### src/rtl/simd_vec_sequencer.sv
`default_nettype none
// ============================================================================
// Module   : simd_vec_sequencer
// Brief    : Streams one vector operation (len operand pairs) from ram_a/ram_b
//            through a credit-controlled skid FIFO into the SIMD PE array and
//            writes each PE result back into ram_result.
// Revision : 1.0 - initial release
// ============================================================================
module simd_vec_sequencer #(
    parameter  int DATA_WIDTH      = 32,
    parameter  int PE_ELEMENTS     = 4,
    parameter  int DRAM_DEPTH      = 256,
    parameter  int FIFO_DEPTH      = 4,
    localparam int DRAM_ADDR_WIDTH = $clog2(DRAM_DEPTH)
) (
    input  logic                              clk,
    input  logic                              rst,
    input  logic                              start,
    input  logic [DRAM_ADDR_WIDTH-1:0]        base_a,
    input  logic [DRAM_ADDR_WIDTH-1:0]        base_b,
    input  logic [DRAM_ADDR_WIDTH-1:0]        base_r,
    input  logic [DRAM_ADDR_WIDTH:0]          len,
    output logic                              ram_a_rd_en,
    output logic [DRAM_ADDR_WIDTH-1:0]        ram_a_read_addr,
    input  logic [PE_ELEMENTS*DATA_WIDTH-1:0] ram_a_read_data,
    output logic                              ram_b_rd_en,
    output logic [DRAM_ADDR_WIDTH-1:0]        ram_b_read_addr,
    input  logic [PE_ELEMENTS*DATA_WIDTH-1:0] ram_b_read_data,
    output logic                              pe_in_valid,
    input  logic                              pe_in_ready,
    output logic [PE_ELEMENTS*DATA_WIDTH-1:0] pe_a_data,
    output logic [PE_ELEMENTS*DATA_WIDTH-1:0] pe_b_data,
    input  logic                              pe_res_valid,
    input  logic [PE_ELEMENTS*DATA_WIDTH-1:0] pe_res_data,
    output logic                              ram_result_wr_en,
    output logic [DRAM_ADDR_WIDTH-1:0]        ram_result_write_addr,
    output logic [PE_ELEMENTS*DATA_WIDTH-1:0] ram_result_write_data,
    output logic                              busy,
    output logic                              done
);

    localparam int c_VEC_W = PE_ELEMENTS * DATA_WIDTH;
    localparam int c_PTR_W = $clog2(FIFO_DEPTH);
    localparam int c_OCC_W = $clog2(FIFO_DEPTH + 1);

    localparam logic [c_PTR_W-1:0]           c_PTR_LAST   = c_PTR_W'(FIFO_DEPTH - 1);
    localparam logic [c_PTR_W-1:0]           c_PTR_ONE    = c_PTR_W'(1);
    localparam logic [c_OCC_W-1:0]           c_OCC_ONE    = c_OCC_W'(1);
    localparam logic [c_OCC_W:0]             c_FIFO_LIMIT = (c_OCC_W + 1)'(FIFO_DEPTH);
    localparam logic [DRAM_ADDR_WIDTH:0]     c_CNT_ONE    = (DRAM_ADDR_WIDTH + 1)'(1);
    localparam logic [DRAM_ADDR_WIDTH+1:0]   c_DEPTH_EXT  = (DRAM_ADDR_WIDTH + 2)'(DRAM_DEPTH);

    typedef enum logic [1:0] {
        S_IDLE  = 2'd0,
        S_RUN   = 2'd1,
        S_DRAIN = 2'd2,
        S_DONE  = 2'd3
    } state_t;

    state_t r_state;
    state_t w_state_next;

    logic [DRAM_ADDR_WIDTH-1:0] r_base_a;
    logic [DRAM_ADDR_WIDTH-1:0] r_base_b;
    logic [DRAM_ADDR_WIDTH-1:0] r_base_r;
    logic [DRAM_ADDR_WIDTH:0]   r_len;
    logic [DRAM_ADDR_WIDTH:0]   r_rd_cnt;
    logic [DRAM_ADDR_WIDTH:0]   r_res_cnt;
    logic                       r_inflight;

    logic [c_PTR_W-1:0] r_wr_ptr;
    logic [c_PTR_W-1:0] r_rd_ptr;
    logic [c_OCC_W-1:0] r_occ;
    logic [c_VEC_W-1:0] r_fifo_a [FIFO_DEPTH];
    logic [c_VEC_W-1:0] r_fifo_b [FIFO_DEPTH];

    logic               w_active;
    logic [c_OCC_W:0]   w_credit_used;
    logic               w_issue;
    logic               w_push;
    logic               w_pop;
    logic               w_fifo_valid;
    logic               w_res_accept;
    logic               w_launch;

    // Address arithmetic wraps at DRAM_DEPTH even when it is not a power of two.
    function automatic logic [DRAM_ADDR_WIDTH-1:0] wrap_add(
        input logic [DRAM_ADDR_WIDTH-1:0] base,
        input logic [DRAM_ADDR_WIDTH:0]   off
    );
        logic [DRAM_ADDR_WIDTH+1:0] sum;
        sum = {2'b00, base} + {1'b0, off};
        if (sum >= c_DEPTH_EXT) begin
            sum = sum - c_DEPTH_EXT;
        end
        return sum[DRAM_ADDR_WIDTH-1:0];
    endfunction

    function automatic logic [c_PTR_W-1:0] ptr_inc(input logic [c_PTR_W-1:0] p);
        return (p == c_PTR_LAST) ? '0 : p + c_PTR_ONE;
    endfunction

    assign w_active      = (r_state == S_RUN) || (r_state == S_DRAIN);
    assign w_launch      = (r_state == S_IDLE) && start;
    assign w_fifo_valid  = (r_occ != '0);
    assign w_pop         = w_fifo_valid && pe_in_ready;
    assign w_push        = r_inflight;

    // A read issued last cycle already owns a FIFO slot, so it counts as used credit.
    assign w_credit_used = {1'b0, r_occ} + {{c_OCC_W{1'b0}}, r_inflight};
    assign w_issue       = (r_state == S_RUN) && (r_rd_cnt < r_len) &&
                           (w_credit_used < c_FIFO_LIMIT);
    assign w_res_accept  = w_active && pe_res_valid && (r_res_cnt < r_len);

    always_ff @(posedge clk) begin
        if (rst) begin
            r_state <= S_IDLE;
        end else begin
            r_state <= w_state_next;
        end
    end

    always_comb begin
        w_state_next = r_state;
        case (r_state)
            S_IDLE: begin
                if (start) begin
                    w_state_next = (len == '0) ? S_DONE : S_RUN;
                end
            end
            S_RUN: begin
                if (r_rd_cnt == r_len) begin
                    w_state_next = S_DRAIN;
                end
            end
            S_DRAIN: begin
                if (r_res_cnt == r_len) begin
                    w_state_next = S_DONE;
                end
            end
            S_DONE: begin
                w_state_next = S_IDLE;
            end
            default: begin
                w_state_next = S_IDLE;
            end
        endcase
    end

    always_ff @(posedge clk) begin
        if (rst) begin
            r_base_a   <= '0;
            r_base_b   <= '0;
            r_base_r   <= '0;
            r_len      <= '0;
            r_rd_cnt   <= '0;
            r_res_cnt  <= '0;
            r_inflight <= 1'b0;
            r_wr_ptr   <= '0;
            r_rd_ptr   <= '0;
            r_occ      <= '0;
        end else begin
            r_inflight <= w_issue;
            if (w_launch) begin
                r_base_a  <= base_a;
                r_base_b  <= base_b;
                r_base_r  <= base_r;
                r_len     <= len;
                r_rd_cnt  <= '0;
                r_res_cnt <= '0;
                r_wr_ptr  <= '0;
                r_rd_ptr  <= '0;
                r_occ     <= '0;
            end else begin
                if (w_issue) begin
                    r_rd_cnt <= r_rd_cnt + c_CNT_ONE;
                end
                if (w_res_accept) begin
                    r_res_cnt <= r_res_cnt + c_CNT_ONE;
                end
                if (w_push) begin
                    r_wr_ptr <= ptr_inc(r_wr_ptr);
                end
                if (w_pop) begin
                    r_rd_ptr <= ptr_inc(r_rd_ptr);
                end
                case ({w_push, w_pop})
                    2'b10:   r_occ <= r_occ + c_OCC_ONE;
                    2'b01:   r_occ <= r_occ - c_OCC_ONE;
                    default: r_occ <= r_occ;
                endcase
            end
        end
    end

    // Storage needs no reset: occupancy alone decides what is valid.
    always_ff @(posedge clk) begin
        if (w_push) begin
            r_fifo_a[r_wr_ptr] <= ram_a_read_data;
            r_fifo_b[r_wr_ptr] <= ram_b_read_data;
        end
    end

    assign ram_a_rd_en           = w_issue;
    assign ram_b_rd_en           = w_issue;
    assign ram_a_read_addr       = w_issue ? wrap_add(r_base_a, r_rd_cnt) : '0;
    assign ram_b_read_addr       = w_issue ? wrap_add(r_base_b, r_rd_cnt) : '0;

    assign pe_in_valid           = w_fifo_valid;
    assign pe_a_data             = w_fifo_valid ? r_fifo_a[r_rd_ptr] : '0;
    assign pe_b_data             = w_fifo_valid ? r_fifo_b[r_rd_ptr] : '0;

    assign ram_result_wr_en      = w_res_accept;
    assign ram_result_write_addr = w_res_accept ? wrap_add(r_base_r, r_res_cnt) : '0;
    assign ram_result_write_data = w_res_accept ? pe_res_data : '0;

    assign busy                  = (r_state != S_IDLE);
    assign done                  = (r_state == S_DONE);

endmodule
`default_nettype wire

### config.mk
export PLATFORM = sky130hd
export DESIGN_NAME = simd_vec_sequencer
export DESIGN_NICKNAME = d
export VERILOG_FILES = /design/src/rtl/simd_vec_sequencer.sv
export SDC_FILE = /design/constraint.sdc
export NUM_CORES = 1
export LEC_CHECK = 0
export ABC_AREA = 1
export CORE_MARGIN = 4
export CORE_UTILIZATION = 30
export DETAILED_ROUTE_END_ITERATION = 10
export PLACE_DENSITY = 0.5
export SLEW_MARGIN = 40
export SYNTH_ARGS = -nofsm -noshare
export SYNTH_HDL_FRONTEND = slang
export SYNTH_SLANG_ARGS = --single-unit
### constraint.sdc
create_clock -name clk -period 8.05 [get_ports clk]
set_input_delay 1.2075 -clock clk [delete_from_list [all_inputs] [get_ports clk]]
set_output_delay 1.2075 -clock clk [all_outputs]
set_load 0.05 [all_outputs]
==> impl_results.md <==
- Status: completed
- Via count: 30950
- # Max-Cap Violations: 0
- Count leader, synth: nor2_1
- Post-CTS Resized: 0
- Die H: 393.4 um
- Hold Crit Endpoint: r_base_a[3]$_SDFFE_PP0P_
- Final hold viol count: 0
- Share of the synthesized area in the top cell type: 69.00%
- Ratio of cells with drive above 1 in the final layout: 4.846%
- Power Density: 287.8 nW/um^2
- HP Class: reg -> reg
- Register area share after synthesis: 71.83%
- Clock skew: 0.04938 ns
- Clk buf depth: 3
- First-pass GRT wire length: 209.7 mm
- Max-slew violations: 0
- CTS tree: yes
- CP dominant cell by count: buf_4
- Root buffer cell: clkbuf_16
- Worst-Margin Slew: 0.8228 ns
- Routed WL: 146.2 mm
- Placement Rows: 141
- Synthesized instance count: 3875
- Place WS: 2.832 ns
- Total grt overflow: 0
- Synth Warn #: 0
- Final setup margin: 2.674 ns
- CTS Hold Bufs: 0
- CTS Buf Count: 120
- Critical path type: reg -> out
- Synth area leader: edfxtp_1
- VDD IR max: 0.1725 mV
- Worst-case reg-to-reg path depth: 5
- Max Clock Freq: 186.0 MHz
- Final TNS setup: 0 ns
- P_leak: 20.45 nW
- Pin count of the biggest net entering global routing: 160
- Critical path cell sequence: buf_4 > buf_4 > nor2_1 > o21ai_0 > a21oi_1 > clkdlybuf4s50_1
- Vias in the first global route: 29610
- Horiz. Die Dim: 393.4 um
- Clock Pin Slew Worst Setup and Hold Paths: 0.06 ns
- DR vias/cell: 4.621
- Core area: 147700 um^2
- NumNets Final: 5124
- IO Count: 836
- Slew margin rel.: 45.14%
- WHS Path Cells: 2
- 1st-iter DRT viols: 1645
- FFs w/ async S/R, synth: 0%
- Synth-to-layout area growth: 32.33%
- Clk_lat worst skew: 0.74 ns
- Synthesized cell area: 44570 um^2
- Worst path buffer plus inverter count: 3
- Hold Startpoint: r_base_a[3]$_SDFFE_PP0P_
- Critical path's top delay family: buffers and inverters
- Top_reg_cell synth: edfxtp_1
- R2R Setup Slk: 5.03 ns
- CP max-delay cell: clkdlybuf4s50_1
- Avg WL per Cell: 21.82 um
- Final worst-path cycle share: 66.78%
- Drt drc: 0
- CP max stage delay: 0.82 ns
- Unrepaired setup endpoints after global routing: no
- RePlAce Congestion: 0.9492
- #FFs+latches synth: 1087
- Hpwl dp: 93.18 mm
- Minimum clock period: 5.376 ns
- Initial core utilization: 30.18%
- Area contributors post-synth: edfxtp_1 (69%), nor2_1 (11%), o21ai_0 (6.2%)
- Worst setup SP type: flop
- Crit. End Element: output pin
- Data arrival time of the critical path: 4.17 ns
- Routed Antenna Nets: 0
- Syn Area/Cell: 11.50 um^2
- Most instantiated cells after synthesis: nor2_1 (1260), edfxtp_1 (1024), o21ai_0 (552)
- Worst EP required: 6.84 ns
- CTS sink cnt: 1087
- Syn Nets: 4353
- FF-to-FF End: r_fifo_b[3][104]$_DFFE_PP_
- Post-synth EDFFs: 1024
- Number of I/O port buffers: 835
- H-tree depth: 3
- Final Setup Violations: 0
- Reg2reg start: r_wr_ptr[0]$_SDFFE_PP0P_
- Area of the die: 154800 um^2
- Total track usage: 18.20%
- Detailed Routing Iterations Pass 1: 5
- Library cells used by synthesis: 36
- Worst Path Max Fanout: 54
- Setup fix buffers added after clock tree synthesis: 0
- Initial antenna violation count: 42
cells in the final DEF (no fill, tap or decap), types with 6 or more instances in the layout:
cell,netlist,routed
ha_1,52,52
buf_6,7,8
clkdlybuf4s50_1,0,832
buf_12,0,10
bufinv_16,0,12
nand3_1,33,33
a21oi_1,296,296
buf_4,2,12
nand4_1,10,10
o21ai_0,552,552
buf_16,0,9
clkinv_1,0,32
xor2_1,17,17
nand2_1,91,91
nor3_1,8,7
edfxtp_1,1024,1024
nor2_1,1260,1260
inv_8,0,6
diode_2,0,22
o21bai_1,7,7
clkinv_2,0,21
inv_1,197,191
dfxtp_1,63,61
xnor2_1,9,9
clkbuf_16,0,120
clkbuf_1,116,23
logic make-up after synthesis:
family / synth area share [%]
AND/OR/NAND/NOR: 12.27
flip-flops: 71.83
AO/OA/AOI/OAI: 9.781
buffers and inverters: 3.970
adder cells (fa/ha/maj): 1.640
XOR/XNOR: 0.5110
power by group:
part	internal [W]	switching, W
clock	0.00314	0.00226
sequential	0.00660	0.000146
combinational	0.00140	0.00342
worst min-delay path: stages, from the launching register on:
cell	delay, ns
dfxtp_1	0.34
nor2_1	0.05
nor2_1	0.08
worst max-delay path by stage:
stage / start / to / depth (start not counted)
after floorplan: r_wr_ptr[0]$_SDFFE_PP0P_ / r_fifo_a[3][0]$_DFFE_PP_ / 3
after global placement: pe_res_valid / ram_result_write_data[57] / 7
after detailed placement: pe_res_valid / ram_result_write_data[57] / 7
after CTS: flop / pe_a_data[43] / 6
after global routing: flop / pe_a_data[33] / 6
final: flop / pe_a_data[58] / 6
area by class of cell:
cell class / instances / area (um^2)
Sequential cell: 1087 / 32020
Clock inverter: 78 / 815.8
Fill cell: 13980 / 88690
Tap cell: 1930 / 2415
Antenna cell: 22 / 55.05
Inverter: 200 / 805.8
Clock buffer: 144 / 3103
Timing Repair Buffer: 874 / 8971
Multi-Input combinational cell: 2363 / 10790
sequential cells by signal (all words and copies together), names as in the netlist, named ones only:
signal,count
r_res_cnt,9
r_wr_ptr,2
r_rd_cnt,9
r_state,2
r_base_a,8
r_occ,3
r_rd_ptr,2
r_inflight,1
r_len,9
r_fifo_a,512
r_base_r,8
r_fifo_b,512
r_base_b,8
through the flow:
step                      hold WS, ns  instances  total power [W]  utilization (%)  instance area [um^2]
after floorplan                0.4601       3875         0.009983                -                 44570
after global placement         0.4824       6444          0.01171            37.05                 54710
after detailed placement       0.4873       6451          0.01174            37.20                 54930
after CTS                      0.5016       6673          0.01722            39.86                 58850
after global routing           0.5160       6680          0.01777            39.91                 58930
final                          0.4989       6698          0.01697            39.94                 58980
layer usage:
layer  GRT usage (%)  wire, um
met5               0       285
met4           5.416      3765
met3           6.696     12010
met2           32.39     74270
met1           20.25     55830
(Power assumes the default switching activity.)
